$ cat src/rtl/mdu_pkg.sv
// Shared definitions for the multiply/divide sequencer: ALU op codes,
// FSM state encoding and the default operand width.
package mdu_pkg;

    localparam int XLEN_DEF = 32;

    localparam logic [4:0] OP_MUL   = 5'd17;
    localparam logic [4:0] OP_MULH  = 5'd18;
    localparam logic [4:0] OP_MULHU = 5'd19;
    localparam logic [4:0] OP_DIV   = 5'd20;
    localparam logic [4:0] OP_DIVU  = 5'd21;
    localparam logic [4:0] OP_REM   = 5'd22;
    localparam logic [4:0] OP_REMU  = 5'd23;

    typedef enum logic [2:0] {
        IDLE  = 3'd0,
        MUL   = 3'd1,
        DIV   = 3'd2,
        FIXUP = 3'd3,
        DONE  = 3'd4
    } mdu_state_e;

    function automatic logic is_mul_op(input logic [4:0] op);
        return (op == OP_MUL) || (op == OP_MULH) || (op == OP_MULHU);
    endfunction

    function automatic logic is_div_op(input logic [4:0] op);
        return (op == OP_DIV) || (op == OP_DIVU) || (op == OP_REM) || (op == OP_REMU);
    endfunction

    // Ops that work on operand magnitudes and restore the sign afterwards.
    function automatic logic is_signed_op(input logic [4:0] op);
        return (op == OP_MULH) || (op == OP_DIV) || (op == OP_REM);
    endfunction

endpackage

$ cat src/rtl/mdu_iter_dp.sv
// Iterative datapath: radix-2 shift-add multiplier and restoring divider
// sharing one operand register, plus the combinational sign fixup/select.
module mdu_iter_dp
    import mdu_pkg::*;
#(
    parameter int XLEN = XLEN_DEF
) (
    input  logic              clk,
    input  logic              rst_n,
    input  logic              i_load,
    input  logic              i_step_mul,
    input  logic              i_step_div,
    input  logic [XLEN-1:0]   i_op_a,
    input  logic [XLEN-1:0]   i_op_b,
    input  logic [4:0]        i_op,
    input  logic              i_sign_diff,
    input  logic              i_sign_a,
    output logic [XLEN-1:0]   o_fix_val
);

    logic [2*XLEN-1:0] r_prod;
    logic [XLEN-1:0]   r_opb;
    logic [XLEN-1:0]   r_quot;
    logic [XLEN-1:0]   r_rem;

    logic [XLEN-1:0]   w_addend;
    logic [XLEN:0]     w_sum;
    logic [XLEN:0]     w_rem_sh;
    logic              w_ge;
    logic [XLEN-1:0]   w_diff;
    logic [2*XLEN-1:0] w_prod_fix;
    logic [XLEN-1:0]   w_quot_fix;
    logic [XLEN-1:0]   w_rem_fix;

    // One multiply or divide iteration worth of arithmetic.
    always_comb begin
        w_addend = r_prod[0] ? r_opb : '0;
        w_sum    = {1'b0, r_prod[2*XLEN-1:XLEN]} + {1'b0, w_addend};
        // Shifted partial remainder can exceed XLEN bits by one before the subtract.
        w_rem_sh = {r_rem, r_quot[XLEN-1]};
        w_ge     = (w_rem_sh >= {1'b0, r_opb});
        // When w_ge holds the true difference fits in XLEN bits.
        w_diff   = w_rem_sh[XLEN-1:0] - r_opb;
    end

    // Operand load and per-cycle iteration of product / remainder / quotient.
    always_ff @(posedge clk or negedge rst_n) begin
        if (!rst_n) begin
            r_prod <= '0;
            r_opb  <= '0;
            r_quot <= '0;
            r_rem  <= '0;
        end else if (i_load) begin
            r_prod <= {{XLEN{1'b0}}, i_op_a};
            r_opb  <= i_op_b;
            r_quot <= i_op_a;
            r_rem  <= '0;
        end else if (i_step_mul) begin
            r_prod <= {w_sum, r_prod[XLEN-1:1]};
        end else if (i_step_div) begin
            r_rem  <= w_ge ? w_diff : w_rem_sh[XLEN-1:0];
            r_quot <= {r_quot[XLEN-2:0], w_ge};
        end
    end

    // Sign restoration and result word selection; sign flags are zero for unsigned ops.
    always_comb begin
        w_prod_fix = i_sign_diff ? -r_prod : r_prod;
        w_quot_fix = i_sign_diff ? -r_quot : r_quot;
        w_rem_fix  = i_sign_a    ? -r_rem  : r_rem;
        case (i_op)
            OP_MUL:            o_fix_val = w_prod_fix[XLEN-1:0];
            OP_MULH, OP_MULHU: o_fix_val = w_prod_fix[2*XLEN-1:XLEN];
            OP_DIV, OP_DIVU:   o_fix_val = w_quot_fix;
            OP_REM, OP_REMU:   o_fix_val = w_rem_fix;
            default:           o_fix_val = '0;
        endcase
    end

endmodule

$ cat src/rtl/mdu_seq_ctrl.sv
// Multi-cycle mul/div sequencer for the EX stage: accepts one op per
// handshake, resolves M-extension corner cases on a fast path, otherwise
// iterates XLEN cycles in mdu_iter_dp and holds the result until consumed.
module mdu_seq_ctrl
    import mdu_pkg::*;
#(
    parameter int XLEN  = XLEN_DEF,
    parameter int CNT_W = 5          // 2**CNT_W must be >= XLEN
) (
    input  logic              clk,
    input  logic              rst_n,
    input  logic              flush,
    input  logic              in_valid,
    output logic              in_ready,
    input  logic [4:0]        alu_op,
    input  logic [XLEN-1:0]   src1,
    input  logic [XLEN-1:0]   src2,
    output logic              out_valid,
    input  logic              out_ready,
    output logic [XLEN-1:0]   result,
    output logic              busy
);

    localparam logic [XLEN-1:0]  INT_MIN  = {1'b1, {(XLEN-1){1'b0}}};
    localparam logic [CNT_W-1:0] CNT_LAST = CNT_W'(XLEN - 1);

    mdu_state_e        r_state;
    logic [CNT_W-1:0]  r_cnt;
    logic [4:0]        r_op;
    logic              r_s1neg;
    logic              r_s2neg;
    logic [XLEN-1:0]   r_result;
    logic              r_out_valid;
    logic              r_in_ready;
    logic              r_busy;

    logic              w_accept;
    logic              w_is_mul;
    logic              w_signed;
    logic              w_ovf;
    logic              w_fast;
    logic [XLEN-1:0]   w_fast_val;
    logic [XLEN-1:0]   w_a_mag;
    logic [XLEN-1:0]   w_b_mag;
    logic              w_load;
    logic              w_step_mul;
    logic              w_step_div;
    logic [XLEN-1:0]   w_fix_val;

    // Decode the incoming request: magnitudes, fast-path detection and its result.
    always_comb begin
        w_accept   = in_valid && r_in_ready;
        w_is_mul   = is_mul_op(alu_op);
        w_signed   = is_signed_op(alu_op);
        w_ovf      = (src1 == INT_MIN) && (src2 == '1);
        w_a_mag    = (w_signed && src1[XLEN-1]) ? -src1 : src1;
        w_b_mag    = (w_signed && src2[XLEN-1]) ? -src2 : src2;
        w_fast     = 1'b0;
        w_fast_val = '0;
        if (!(w_is_mul || is_div_op(alu_op))) begin
            w_fast = 1'b1;
        end else if (((alu_op == OP_DIV) || (alu_op == OP_DIVU)) && (src2 == '0)) begin
            w_fast     = 1'b1;
            w_fast_val = '1;
        end else if (((alu_op == OP_REM) || (alu_op == OP_REMU)) && (src2 == '0)) begin
            w_fast     = 1'b1;
            w_fast_val = src1;
        end else if ((alu_op == OP_DIV) && w_ovf) begin
            w_fast     = 1'b1;
            w_fast_val = INT_MIN;
        end else if ((alu_op == OP_REM) && w_ovf) begin
            w_fast     = 1'b1;
        end
    end

    // Datapath strobes; flush suppresses both loading and iterating.
    always_comb begin
        w_load     = w_accept && !flush;
        w_step_mul = (r_state == MUL) && !flush;
        w_step_div = (r_state == DIV) && !flush;
    end

    mdu_iter_dp #(
        .XLEN        (XLEN)
    ) u_dp (
        .clk         (clk),
        .rst_n       (rst_n),
        .i_load      (w_load),
        .i_step_mul  (w_step_mul),
        .i_step_div  (w_step_div),
        .i_op_a      (w_a_mag),
        .i_op_b      (w_b_mag),
        .i_op        (r_op),
        .i_sign_diff (r_s1neg ^ r_s2neg),
        .i_sign_a    (r_s1neg),
        .o_fix_val   (w_fix_val)
    );

    // Sequencer FSM with registered handshake outputs; flush overrides every transition.
    always_ff @(posedge clk or negedge rst_n) begin
        if (!rst_n) begin
            r_state     <= IDLE;
            r_cnt       <= '0;
            r_op        <= '0;
            r_s1neg     <= 1'b0;
            r_s2neg     <= 1'b0;
            r_result    <= '0;
            r_out_valid <= 1'b0;
            r_in_ready  <= 1'b1;
            r_busy      <= 1'b0;
        end else if (flush) begin
            r_state     <= IDLE;
            r_cnt       <= '0;
            r_out_valid <= 1'b0;
            r_in_ready  <= 1'b1;
            r_busy      <= 1'b0;
        end else begin
            case (r_state)
                IDLE: begin
                    if (w_accept) begin
                        r_op       <= alu_op;
                        r_s1neg    <= w_signed && src1[XLEN-1];
                        r_s2neg    <= w_signed && src2[XLEN-1];
                        r_cnt      <= '0;
                        r_in_ready <= 1'b0;
                        r_busy     <= 1'b1;
                        if (w_fast) begin
                            r_result    <= w_fast_val;
                            r_out_valid <= 1'b1;
                            r_state     <= DONE;
                        end else if (w_is_mul) begin
                            r_state <= MUL;
                        end else begin
                            r_state <= DIV;
                        end
                    end
                end
                MUL, DIV: begin
                    r_cnt <= r_cnt + 1'b1;
                    if (r_cnt == CNT_LAST) begin
                        r_state <= FIXUP;
                    end
                end
                FIXUP: begin
                    r_result    <= w_fix_val;
                    r_out_valid <= 1'b1;
                    r_state     <= DONE;
                end
                DONE: begin
                    if (out_ready) begin
                        r_out_valid <= 1'b0;
                        r_in_ready  <= 1'b1;
                        r_busy      <= 1'b0;
                        r_state     <= IDLE;
                    end
                end
                default: begin
                    r_state     <= IDLE;
                    r_out_valid <= 1'b0;
                    r_in_ready  <= 1'b1;
                    r_busy      <= 1'b0;
                end
            endcase
        end
    end

    assign in_ready  = r_in_ready;
    assign out_valid = r_out_valid;
    assign result    = r_result;
    assign busy      = r_busy;

endmodule

$ cat config.mk
export PLATFORM = sky130hd
export DESIGN_NAME = mdu_seq_ctrl
export DESIGN_NICKNAME = d
export VERILOG_FILES = /design/src/rtl/mdu_pkg.sv /design/src/rtl/mdu_iter_dp.sv /design/src/rtl/mdu_seq_ctrl.sv
export SDC_FILE = /design/constraint.sdc
export NUM_CORES = 1
export LEC_CHECK = 0
export BUFFER_PORTS_ARGS = -buffer_cell sky130_fd_sc_hd__buf_4
export CORE_MARGIN = 3
export CORE_UTILIZATION = 40
export CTS_CLUSTER_DIAMETER = 120
export DETAILED_ROUTE_END_ITERATION = 7
export GPL_TIMING_DRIVEN = 0
export SLEW_MARGIN = 40
export SYNTH_ARGS = -nofsm -noshare
export SYNTH_HDL_FRONTEND = slang
export SYNTH_SLANG_ARGS = --single-unit
$ cat constraint.sdc
create_clock -name clk -period 4.7 [get_ports clk]
set_clock_uncertainty 0.1 [all_clocks]
set_input_delay 0.235 -clock clk [delete_from_list [all_inputs] [get_ports clk]]
set_output_delay 0.235 -clock clk [all_outputs]
set_load 0.01 [all_outputs]
==> results of run 1 <==
[area by class of cell]
cell class              instances  area [um2]  share of cell area
plain buffers                 122         482              0.0236
clock buffers                  38         808              0.0396
clock inverters                13         186             0.00914
inverters                      72         270              0.0133
multi-input cells            1821       11200               0.550
flip-flops and latches        210        5260               0.258
well taps                     539         674              0.0331
repair buffers                173        1500              0.0735
[state kept, by name (all words and copies together), names as in the netlist, 3 cells and up]
signal / count
u_dp.r_prod: 64
result: 32
u_dp.r_opb: 32
u_dp.r_quot: 32
u_dp.r_rem: 32
r_cnt: 5
r_op: 5
r_state: 3
[kinds of logic after synthesis]
| kind of cell | after synthesis | share of synthesized area |
|---|---|---|
| buffers and inverters | 194 | 0.0437 |
| adder cells (fa/ha/maj) | 74 | 0.0547 |
| AND/OR/NAND/NOR | 804 | 0.217 |
| flip-flops | 210 | 0.306 |
| XOR/XNOR | 225 | 0.115 |
| AO/OA/AOI/OAI | 683 | 0.244 |
| multiplexers | 35 | 0.0208 |
[per-layer routing]
| layer | vias up | GRT usage |
|---|---|---|
| li1 | 8383 | - |
| met1 | 8917 | 0.446 |
| met2 | 791 | 0.535 |
| met3 | 166 | 0.0400 |
| met4 | 0 | 0.149 |
| met5 | - | 0 |
[worst min-delay path, stage by stage]
cell,delay [ns]
buf_4,0.14
o21ai_0,0.09
o221ai_1,0.18
[through the flow]
stage	worst slack (ns)	total power, mW	TNS [ns]	hold WS, ns	std cells
2_1_floorplan	1.39	6.53	0	-0.161	2225
3_3_place_gp	-0.555	8.51	-12.08	0.361	2870
3_5_place_dp	0.241	8.60	0	-0.0111	2878
4_1_cts	0.242	11.0	0	0.00399	2988
5_1_grt	0.0780	11.7	0	0.0169	2988
6_report	0.178	11.1	0	-0.00229	2988
[synthesized netlist by cell type (7+ instances only)]
library cell and count:
o21bai_1 7, a211oi_1 11, o22ai_1 20, o221ai_1 12, nand2_1 342, nand4_1 21, mux2i_1 29, or3_1 28
nor3b_1 12, a21oi_1 150, a21o_1 27, clkbuf_1 108, o41ai_1 17, or4_1 18, o211ai_1 10, dfrtp_1 209
nor2_1 198, nand2b_1 21, nand3_1 29, and2_1 12, xnor2_1 123, nor4_1 27, a31oi_1 68, o21ai_0 237
nor3_1 34, xor2_1 102, o21a_1 10, nor2b_1 10, o31ai_1 53, or2_2 12, ha_1 72, and3_1 12
nand3b_1 9, inv_1 72
[worst paths after layout]
kind | start | end | slack (ns) | depth (start not counted)
worst max-delay path | u_dp.r_prod[4] | result[9] | 0.18 | 11
max in group asynchronous | rst_n | u_dp.r_prod[38] | 3.63 | 4
min in group asynchronous | rst_n | u_dp.r_quot[7] | 0.13 | 3
worst max register to register | u_dp.r_prod[4] | result[9] | 0.18 | 11
worst min register to register | u_dp.r_opb[7] | u_dp.r_opb[7] | 0.38 | 2
worst min-delay path | src1[9] | result[9] | -0.002 | 3
[cell usage in the layout (no fill, tap or decap), drive strengths merged, types with 19 or more instances in the layout]
| cell | instances |
|---|---|
| o22ai | 20 |
| buf | 129 |
| o31ai | 54 |
| nor4 | 29 |
| dfrtp | 209 |
| ha | 72 |
| xor2 | 102 |
| dlygate4sd3 | 58 |
| a31oi | 68 |
| a21oi | 150 |
| o21ai | 239 |
| nor2 | 198 |
| a21o | 27 |
| or3 | 28 |
| mux2i | 29 |
| nand2 | 342 |
| nand2b | 21 |
| nand4 | 21 |
| inv | 74 |
| clkbuf | 146 |
| xnor2 | 123 |
| nor3 | 36 |
| or4 | 19 |
| nand3 | 31 |
[what timing repair did]
| item | in CTS | in global routing |
|---|---|---|
| buffers inserted | 0 | 0 |
| hold buffers | 59 | 0 |
| resized for setup | 0 | 2 |
| setup endpoints to repair | 0 | 3 |
| hold endpoints to repair | 196 | 0 |
[report_power, final]
part	leakage (nW)	internal, mW	switching, mW	total (mW)
Combinational	5.45	1.96	3.68	5.65
Clock	0.491	1.38	0.932	2.31
Sequential	2.69	2.35	0.830	3.18
Total	8.63	5.69	5.44	11.1
==> flow_summary.json, run 1 <==
{
  "ys_warn_count": 0,
  "grt_pass1_wl_mm": 112,
  "core_area_um2": 42200,
  "root_buffer": "clkbuf_16",
  "dpl.hpwl_mm": 60.6,
  "worst_slew_pin_slew_ns": 0.929,
  "fin_util": 0.483,
  "cts_buffers": 28,
  "cts_sinks": 210,
  "critPathMaxFanout": 7,
  "drt_iter0_markers": 2099,
  "clk_latency_ns": 0.59,
  "synth_cell_type_count": 76,
  "critPathKind": "register to register",
  "post-route-period-util": 0.962,
  "yosys.area.top_type": "dfrtp_1",
  "drcViolationCount": 0,
  "grt_overflow_total": 0,
  "cp_data_required_time_ns": 5.03,
  "postRouteAntennaNets": 0,
  "crit_buf_inv": 1,
  "nNetsFinal": 2576,
  "synthesis.area_um2": 17200,
  "die_y_um": 213,
  "num_rows": 75,
  "syn_area_per_cell_um2": 7.73,
  "status": "complete, but fails checks",
  "wl_met1_mm": 33.1,
  "failed_checks": "hold timing",
  "highest_layer": "met4",
  "cts_tree": "built",
  "critPathTopFamily": "simple AND/OR/NAND/NOR gates",
  "start_util": 0.407,
  "synthArstFlopShare": 1.00,
  "synth-seq-cells": 210,
  "first_pass_iters": 6,
  "met2_wirelength_mm": 34.5,
  "yosysSeqAreaShare": 0.306,
  "io_buffers": 106,
  "avgViaCountPerCell": 6.11,
  "vdd_drop_max_uv": 337,
  "end_kind": "register",
  "die_area_um2": 45500,
  "vias": 18300,
  "cp_cell_sequence": "clkbuf_1 -> nor4_2 -> nor3b_1 -> and4_1 -> and2_1 -> nand2_1 -> o41ai_1 -> xor2_1 -> nor2_1 -> a211oi_1 -> o221ai_1",
  "critPathSlowestCell": "a211oi_1",
  "grt_max_degree": 73,
  "whs_ns": -0.00229,
  "wl_met3_mm": 4.72,
  "slew_headroom": 0.379,
  "area_growth_pct": 18.6,
  "htree_num_levels": 1,
  "startpoint_type": "register",
  "yosys-top-cells-area": "dfrtp_1 30%, nand2_1 7.5%, o21ai_0 6.9%, xnor2_1 6.3%, ha_1 5.2%",
  "slowest_delay_ns": 0.65,
  "cp_data_arrival_time_ns": 4.85,
  "clk_pin_slew_worst_paths_ns": 0.06,
  "drive_gt1_frac": 0.0870,
  "die_x_um": 213,
  "grt_pass1_vias": 17600,
  "rsz0062_at_grt": "false",
  "placed_area_um2": 18800,
  "synth_nets": 2373,
  "fillers": 4136,
  "setup_viol": 0,
  "slew_viol_final": 0,
  "grt.total_usage": 0.331,
  "max_freq_mhz": 221,
  "finalWirelength_mm": 76.5,
  "antennaDiodeCount": 0,
  "synth_ff_type": "dfrtp_1",
  "cts_buffer_depth": 3,
  "io-pin-count": 109,
  "final_hold_viol_count": 1,
  "stdcell_area_um2": 20400,
  "synth-edff-count": 0,
  "final.min_clock_period_ns": 4.52,
  "leakage_nw": 8.63,
  "yosys.area.top_type_share": 0.304,
  "drv_cap": 0,
  "power_per_cell_area_nw_per_um2": 546,
  "gp_congestion": 0.975,
  "antenna_found_initial": 0,
  "syn_inst": 2225,
  "min_path_type": "input pin to register",
  "wl_per_cell_um": 25.6
}
Note: power is estimated with default switching activity, not from simulation.
==> run 2, diff against run 1 <==
--- a/config.mk
+++ b/config.mk
@@ -6,11 +6,11 @@
 export NUM_CORES = 1
 export LEC_CHECK = 0
 export BUFFER_PORTS_ARGS = -buffer_cell sky130_fd_sc_hd__buf_4
-export CORE_MARGIN = 3
 export CORE_UTILIZATION = 40
 export CTS_CLUSTER_DIAMETER = 120
 export DETAILED_ROUTE_END_ITERATION = 7
 export GPL_TIMING_DRIVEN = 0
+export SETUP_SLACK_MARGIN = 0.2
 export SLEW_MARGIN = 40
 export SYNTH_ARGS = -nofsm -noshare
 export SYNTH_HDL_FRONTEND = slang
==> run 2 against run 1 <==
  * The run ends with DRC left
  * Core utilization barely moved
  * Maximum frequency rose by 5.1%
  * First-iteration DRC count fell by 16%
  * Critical path type unchanged
==> flow_summary.json, run 2 (synthesized netlist as in run 1, its figures left out) <==
{
  "place_inst": 2876,
  "grt_overflow_total": 0,
  "drv_cap": 0,
  "drt_iter0_markers": 1757,
  "final_common_cell": "nand2_1",
  "setup_viol": 0,
  "io-pin-count": 109,
  "dpl.hpwl_mm": 59.7,
  "final_cell_mix": "342 x nand2_1, 237 x o21ai_0, 209 x dfrtp_1",
  "antennaDiodeCount": 0,
  "die_y_um": 209,
  "avgViaCountPerCell": 6.07,
  "post-route-period-util": 0.916,
  "wl_per_cell_um": 25.3,
  "hold_path_depth": 5,
  "holdPathEnd": "result[12]",
  "final.min_clock_period_ns": 4.30,
  "cts_buffer_depth": 3,
  "rr_endpoint": "result[18]",
  "critPathTopFamily": "compound AO/OA/AOI/OAI gates",
  "end_kind": "register",
  "slowest_delay_ns": 0.78,
  "postRouteAntennaNets": 0,
  "drive_gt1_frac": 0.0885,
  "critPathSlowestCell": "nor4_1",
  "startpoint_type": "register",
  "worst_slew_pin_slew_ns": 0.933,
  "finalWirelength_mm": 75.4,
  "clk_latency_ns": 0.59,
  "min_path_type": "input pin to register",
  "r2r_slack_ns": 0.40,
  "regMostFlops": "u_dp.r_prod",
  "cp_data_arrival_time_ns": 4.65,
  "critPathMaxFanout": 6,
  "vdd_drop_max_uv": 261,
  "clk_pin_slew_worst_paths_ns": 0.07,
  "cts_sinks": 210,
  "rsz0062_at_grt": "false",
  "start_util": 0.408,
  "io_buffers": 106,
  "cts_buffers": 27,
  "grt.total_usage": 0.344,
  "die_x_um": 209,
  "final_hold_viol_count": 0,
  "core_area_um2": 42100,
  "leakage_nw": 8.60,
  "die_area_um2": 43800,
  "critPathKind": "register to register",
  "largest_register_ffs": 64,
  "failed_checks": "DRC",
  "reg2reg_depth": 10,
  "status": "complete, but fails checks",
  "r2r_start": "u_dp.r_prod[20]",
  "antenna_found_initial": 0,
  "grt_pass1_vias": 17500,
  "cts_tree": "built",
  "gp_congestion": 1.03,
  "max_freq_mhz": 232,
  "first_pass_iters": 8,
  "slew_viol_final": 0,
  "vias": 18100,
  "nNetsFinal": 2569,
  "final_cells": 2981,
  "crit_buf_inv": 0,
  "crit_top_cell": "o21ai_0",
  "fillers": 4132,
  "root_buffer": "clkbuf_16",
  "cp_cell_sequence": "or4_1 -> nor4_1 -> a31oi_1 -> a211oi_2 -> o21ai_0 -> xor2_1 -> a222oi_1 -> o21ai_0 -> a21boi_0 -> o21ai_0",
  "power_per_cell_area_nw_per_um2": 545,
  "hold_start": "src1[12]",
  "total_power_mw": 11.1,
  "grt_max_degree": 70,
  "num_rows": 75,
  "area_growth_pct": 18.4,
  "cp_data_required_time_ns": 5.04,
  "grt_pass1_wl_mm": 113,
  "slew_headroom": 0.378,
  "drcViolationCount": 1,
  "htree_num_levels": 1
}
-- run 2: worst min-delay path: stages --
cell	delay (ns)
buf_4	0.13
o21ai_0	0.10
nor2_1	0.09
a21oi_1	0.04
o21ai_0	0.06
-- run 2: worst max-delay path by stage --
stage	from	endpoint	slack [ns]	cells past startpoint
6_report	u_dp.r_prod[20]	result[18]	0.40	10
5_1_grt	u_dp.r_prod[20]	result[18]	0.23	10
4_1_cts	u_dp.r_prod[8]	result[9]	0.27	11
3_5_place_dp	u_dp.r_prod[0]	result[18]	0.21	12
3_3_place_gp	r_state[1]	u_dp.r_quot[23]	-0.42	7
2_1_floorplan	u_dp.r_prod[0]	u_dp.r_prod[57]	1.39	14
-- run 2: metrics by stage --
| step | TNS (ns) | hold WS (ns) | worst slack [ns] | area (um2) | util |
|---|---|---|---|---|---|
| final | 0 | 0.0176 | 0.396 | 20400 | 0.483 |
| after global routing | 0 | 0.0145 | 0.234 | 20400 | 0.483 |
| after detailed placement | 0 | -0.00728 | 0.213 | 18800 | 0.446 |
| after global placement | -6.05 | 0.360 | -0.415 | 18700 | 0.443 |
| after CTS | 0 | 0.00790 | 0.269 | 20300 | 0.482 |
| after floorplan | 0 | -0.161 | 1.39 | 17200 | - |
-- run 2: layout make-up --
class / count / area [um2] / share of cell area
repair buffers: 167 / 1450 / 0.0712
well taps: 539 / 674 / 0.0331
clock buffers: 38 / 787 / 0.0387
plain buffers: 122 / 482 / 0.0237
clock inverters: 12 / 185 / 0.00910
multi-input cells: 1821 / 11300 / 0.553
inverters: 72 / 270 / 0.0133
flip-flops and latches: 210 / 5260 / 0.258
-- run 2: what timing repair did --
action                                  in CTS  in global routing
buffers inserted                             0                  0
gates resized for setup                      1                  3
hold buffers                                55                  0
endpoints found under the hold margin      206                  0
endpoints found under the setup margin       1                  3
-- run 2: per-layer routing --
layer / up-vias / GRT usage / part of all wire
li1: 8367 / - / -
met1: 8785 / 0.451 / 0.42
met2: 755 / 0.560 / 0.45
met3: 181 / 0.0443 / 0.065
met4: 0 / 0.166 / 0.056
met5: - / 0 / 0
-- run 2: power by group --
part	switching, mW	total (mW)	internal (mW)
logic	3.62	5.59	1.97
clock network	0.915	2.31	1.39
registers	0.848	3.20	2.35
